$ cat src/rtl/ahblite_busmatrix_rr_arbiter.sv
// ---------------------------------------------------------------------------
// ahblite_busmatrix_rr_arbiter
//
// Registered four-requester arbiter for one AHB-lite bus matrix output stage.
// Selects which input stage drives the slave-side address/control muxes.
// Arbitration is round-robin or fixed-priority. The grant is held for the
// remaining beats of a defined-length burst.
//
// Ports:
//   HCLK                system clock, all state on rising edge
//   HRESETn             asynchronous active-low reset
//   REQ[3:0]            per-input-stage request (TRANS_HOLD & HSEL)
//   HREADY_Outputstage  output stage HREADY; state only advances when high
//   HSEL_Outputstage    HSEL currently driven by the output stage
//   HTRANS_Outputstage  HTRANS currently driven by the output stage
//   HBURST_Outputstage  HBURST currently driven by the output stage
//   PORT_SEL[1:0]       granted port index (registered)
//   PORT_NOSEL          1 = no port granted, output stage drives idle
//   LOCKED              1 = burst lock active (registered)
// ---------------------------------------------------------------------------
module ahblite_busmatrix_rr_arbiter #(
    parameter bit         RR_EN         = 1'b1,
    parameter logic [1:0] DEFAULT_PORT  = 2'd0,
    parameter bit         BURST_LOCK_EN = 1'b1
) (
    input  logic       HCLK,
    input  logic       HRESETn,
    input  logic [3:0] REQ,
    input  logic       HREADY_Outputstage,
    input  logic       HSEL_Outputstage,
    input  logic [1:0] HTRANS_Outputstage,
    input  logic [2:0] HBURST_Outputstage,
    output logic [1:0] PORT_SEL,
    output logic       PORT_NOSEL,
    output logic       LOCKED
);

    localparam logic [1:0] TRANS_IDLE   = 2'b00;
    localparam logic [1:0] TRANS_BUSY   = 2'b01;
    localparam logic [1:0] TRANS_NONSEQ = 2'b10;
    localparam logic [1:0] TRANS_SEQ    = 2'b11;

    logic [3:0] beat_cnt;
    logic [3:0] next_cnt;
    logic [1:0] rr_ptr;
    logic [1:0] grant_idx;
    logic       grant_valid;

    // Remaining-beat count after this edge. A NONSEQ only loads when the port
    // presenting it already owns the bus (PORT_NOSEL low before the edge); at
    // a grant-changing edge the NONSEQ belongs to the outgoing master.
    always_comb begin
        next_cnt = beat_cnt;
        if (!HSEL_Outputstage) begin
            next_cnt = 4'd0;
        end else begin
            case (HTRANS_Outputstage)
                TRANS_IDLE: next_cnt = 4'd0;
                TRANS_BUSY: next_cnt = beat_cnt;
                TRANS_NONSEQ: begin
                    next_cnt = 4'd0;
                    if (BURST_LOCK_EN && !PORT_NOSEL) begin
                        case (HBURST_Outputstage)
                            3'b010, 3'b011: next_cnt = 4'd3;
                            3'b100, 3'b101: next_cnt = 4'd7;
                            3'b110, 3'b111: next_cnt = 4'd15;
                            default:        next_cnt = 4'd0;
                        endcase
                    end
                end
                TRANS_SEQ: begin
                    if (beat_cnt != 4'd0) begin
                        next_cnt = beat_cnt - 4'd1;
                    end
                end
            endcase
        end
    end

    // Winner selection. Loops scan from lowest priority to highest so the
    // last matching assignment is the winner. In round-robin mode the offset
    // wraps in 2 bits, giving the order ptr+1, ptr+2, ptr+3, ptr.
    always_comb begin
        grant_valid = |REQ;
        grant_idx   = rr_ptr;
        if (RR_EN) begin
            for (int k = 4; k >= 1; k--) begin
                if (REQ[rr_ptr + 2'(k)]) begin
                    grant_idx = rr_ptr + 2'(k);
                end
            end
        end else begin
            for (int k = 3; k >= 0; k--) begin
                if (REQ[k]) begin
                    grant_idx = 2'(k);
                end
            end
        end
    end

    // Arbitration happens on the same edge that finishes or aborts a burst,
    // because it is gated by next_cnt rather than beat_cnt.
    always_ff @(posedge HCLK or negedge HRESETn) begin
        if (!HRESETn) begin
            beat_cnt   <= 4'd0;
            rr_ptr     <= DEFAULT_PORT;
            PORT_SEL   <= DEFAULT_PORT;
            PORT_NOSEL <= 1'b1;
            LOCKED     <= 1'b0;
        end else if (HREADY_Outputstage) begin
            beat_cnt <= next_cnt;
            LOCKED   <= (next_cnt != 4'd0);
            if (next_cnt == 4'd0) begin
                if (grant_valid) begin
                    PORT_SEL   <= grant_idx;
                    PORT_NOSEL <= 1'b0;
                    rr_ptr     <= grant_idx;
                end else begin
                    PORT_NOSEL <= 1'b1;
                end
            end
        end
    end

endmodule

$ cat config.mk
export PLATFORM = sky130hd
export DESIGN_NAME = ahblite_busmatrix_rr_arbiter
export DESIGN_NICKNAME = d
export VERILOG_FILES = /design/src/rtl/ahblite_busmatrix_rr_arbiter.sv
export SDC_FILE = /design/constraint.sdc
export NUM_CORES = 1
export LEC_CHECK = 0
export CELL_PAD_IN_SITES_DETAIL_PLACEMENT = 2
export CELL_PAD_IN_SITES_GLOBAL_PLACEMENT = 2
export CORE_MARGIN = 2
export CORE_UTILIZATION = 28
export CTS_CLUSTER_SIZE = 8
export DETAILED_ROUTE_END_ITERATION = 10
export PLACE_DENSITY_LB_ADDON = 0.08
export SLEW_MARGIN = 30
export SYNTH_ARGS = -nofsm -noshare
export SYNTH_HDL_FRONTEND = slang
export SYNTH_SLANG_ARGS = --single-unit
$ cat constraint.sdc
create_clock -name HCLK -period 2.6 [get_ports HCLK]
set_input_delay 0.26 -clock HCLK [delete_from_list [all_inputs] [get_ports HCLK]]
set_output_delay 0.26 -clock HCLK [all_outputs]
set_load 0.03 [all_outputs]
==> flow_summary_export.csv <==
group,metric,value,unit
run_status,status,"finished, final reports clean",
timing,slew_headroom,73.7,%
timing,timing.final.crit_share,80.4,%
worst_setup_path,r2r-start,"beat_cnt[0]",
synth,synth_edf_count,0,
timing,setup-violations-final,0,
global_routing,grt_max_degree,12,
timing,fmax,478,MHz
synth,synth_top_cell_area_share,24.9,%
global_routing,antenna_found_initial,0,
worst_setup_path,cp-start-kind,"flop",
timing,worst_pin_slew,0.392,ns
worst_setup_path,worst-setup-path-type,"reg -> reg",
synth,ys_async_sr_fraction,100,%
global_routing,grt.total_usage,16.1,%
timing,slew_violations,0,
clocking,cts-htree-levels,1,
die,die_h,54.1,µm
clocking,cts.sinks,8,
flow_run,max_cap_viol_count,0,
detailed_routing,vias,697,
global_routing,grt_pass1_vias,707,
die,row_count,18,
synth,ys_seq_area_share,28.6,%
clocking,post_cts_buffers,0,
clocking,postCtsHoldBufs,0,
detailed_routing,drc,0,
synth,ys_top_cells_by_area,"dfrtp_1 25%, nor2_1 5.3%, dfstp_2 3.7%, a21oi_1 3.6%, a31oi_1 3.6%",
clocking,clock_latency,0.27,ns
die,fp.dieW,54.1,µm
worst_setup_path,critPathArrivalTime,2.27,ns
synth,ys.flop_type,"dfrtp_1",
timing,hold_viol,0,
synth,syn_inst,79,
die,core,2430,µm²
global_routing,overflow,0,
final_layout,area_growth,28.6,%
die,initial_core_util,28.9,%
timing,rsz0062_at_grt,"no",
worst_setup_path,r2r_cells,7,
worst_setup_path,path_max_fanout,5,
clocking,cts.reportedPaths.clkPinSlew,0.07,ns
worst_setup_path,r2r-end,"PORT_NOSEL",
detailed_routing,via_per_inst,5.58,
place,portBuffers,15,
clocking,clock_path_buffers,2,
power,peakVddDrop,374,µV
global_routing,grt_pass1_wl,3320,µm
global_routing,met1_usage,17.8,%
detailed_routing,ant_nets,0,
timing,setup_ws,0.509,ns
power,p_leak,0.365,nW
timing,skew,0.0190,ns
power,power_density,667,nW/µm²
clocking,cts_resized,0,
global_routing,grtUsageMet2,30.5,%
final_layout,fillers,290,
timing,finalSetupTns,0,ns
detailed_routing,wirelength,2080,µm
timing,fin_crit,2.09,ns
detailed_routing,first_pass_iters,2,
detailed_routing,drt_iter0_markers,3,
synth,synthesis.nets,93,
synth,synth_cell_types,44,
synth,synth_top_area_cell,"dfrtp_1",
global_routing,use_met3,1.94,%
worst_setup_path,reg2reg_setup_slack,0.51,ns
final_layout,nNetsFinal,110,
synth,ys_warn_count,0,
hold_path,hold_path_class,"in -> async",
worst_setup_path,cp-end-kind,"flop",
final_layout,drive_gt1_share,14.7,%
synth,ys_ff_latch,8,
die,dieArea,2930,µm²
synth,syn_avg_cell_area,8.90,µm²
place,hpwl,1670,µm
clocking,cts_tree,"built",
die,io_pins,17,
clocking,cts-root-buf,"clkbuf_4",
detailed_routing,wire_per_inst,16.6,µm
worst_setup_path,crit_required,2.78,ns
place,pre_cts_ws,0.313,ns
place,gp_congestion,0.682,
global_routing,grt.busiest_layer,"met2",
final_layout,diodes,0,
clocking,cts_made_buffers,3,
synth,syn_area,703,µm²
## cell usage after synthesis, drive strengths merged, types with 2 or more instances
master and instances:
nor2 10, mux2i 2, nor3b 2, and3b 2
nand2 5, mux2 2, nand3 3, dfrtp 7
a31oi 4, and4bb 2, inv 3, clkbuf 2
nor2b 2, a21oi 5, o21ai 5
## per-stage QoR
stage          std cells  power (mW)  area [µm²]  hold slack (ns)  utilization, %
6_report             125       0.603         905            0.272            37.2
2_1_floorplan         79       0.396         703          -0.0356               -
3_5_place_dp         121       0.502         878            0.488            36.1
5_1_grt              125       0.652         905            0.287            37.2
4_1_cts              125       0.614         905            0.279            37.2
3_3_place_gp         121       0.488         878            0.464            36.1
## cell usage in the layout, fill, tap and decap left out, drive strengths merged, types with 2 or more instances in the layout
cell           instances
clkdlybuf4s50         15
nor2                  10
dfrtp                  7
a21oi                  5
nand2                  5
o21ai                  5
a31oi                  4
clkbuf                 4
nand3                  3
inv                    3
mux2i                  2
nor2b                  2
nor3b                  2
and4bb                 2
and3b                  2
mux2                   2
## state kept, by name (all words and copies together), names as in the netlist
signal / count
beat_cnt: 4
PORT_SEL: 2
LOCKED: 1
PORT_NOSEL: 1
## worst max-delay path by stage
stage | from | to | cells after the start
global route | beat_cnt[1] | PORT_SEL[1] | 7
floorplan | beat_cnt[0] | PORT_NOSEL | 7
CTS | beat_cnt[0] | PORT_SEL[1] | 7
global placement | HTRANS_Outputstage[1] | PORT_NOSEL | 6
detailed placement | HTRANS_Outputstage[1] | PORT_NOSEL | 6
finish | beat_cnt[0] | PORT_NOSEL | 7
## cell type report
class,instances,area (µm²),share of cell area [%]
Clock buffer,4,26.3,2.90
Inverter,3,11.3,1.24
Multi-Input combinational cell,65,478,52.8
Sequential cell,8,201,22.3
Tap cell,30,37.5,4.15
Timing Repair Buffer,15,150,16.6
## power by group
part / switching [mW] / internal (mW)
registers: 0.0627 / 0.152
logic: 0.143 / 0.138
clock network: 0.0490 / 0.0589
## per-layer routing
layer  part of all wire (%)  up-vias  routed length (µm)
met3                    2.7        3                  56
met2                     54       13                1130
met1                     42      346                 874
li1                       -      335                   -
met4                    1.0        0                  21
met5                      0        -                   0
## worst max-delay path, stage by stage, from the launching register on
cell	delay [ns]
dfrtp_1	0.45
inv_2	0.11
ha_1	0.23
or3b_1	0.39
nand2_1	0.12
xnor2_1	0.17
o2111ai_2	0.18
mux2_4	0.34
## logic make-up after synthesis
logic type,count (synthesis),synth area share (%)
xor gates and xnor gates,2,2.49
DFF,8,28.6
buffers and inverters,6,3.38
muxes,4,6.58
adders and majority gates,1,1.78
and+or+nand+nor,33,30.8
AOI/OAI and AO/OA,25,26.3
(Power assumes the default switching activity.)
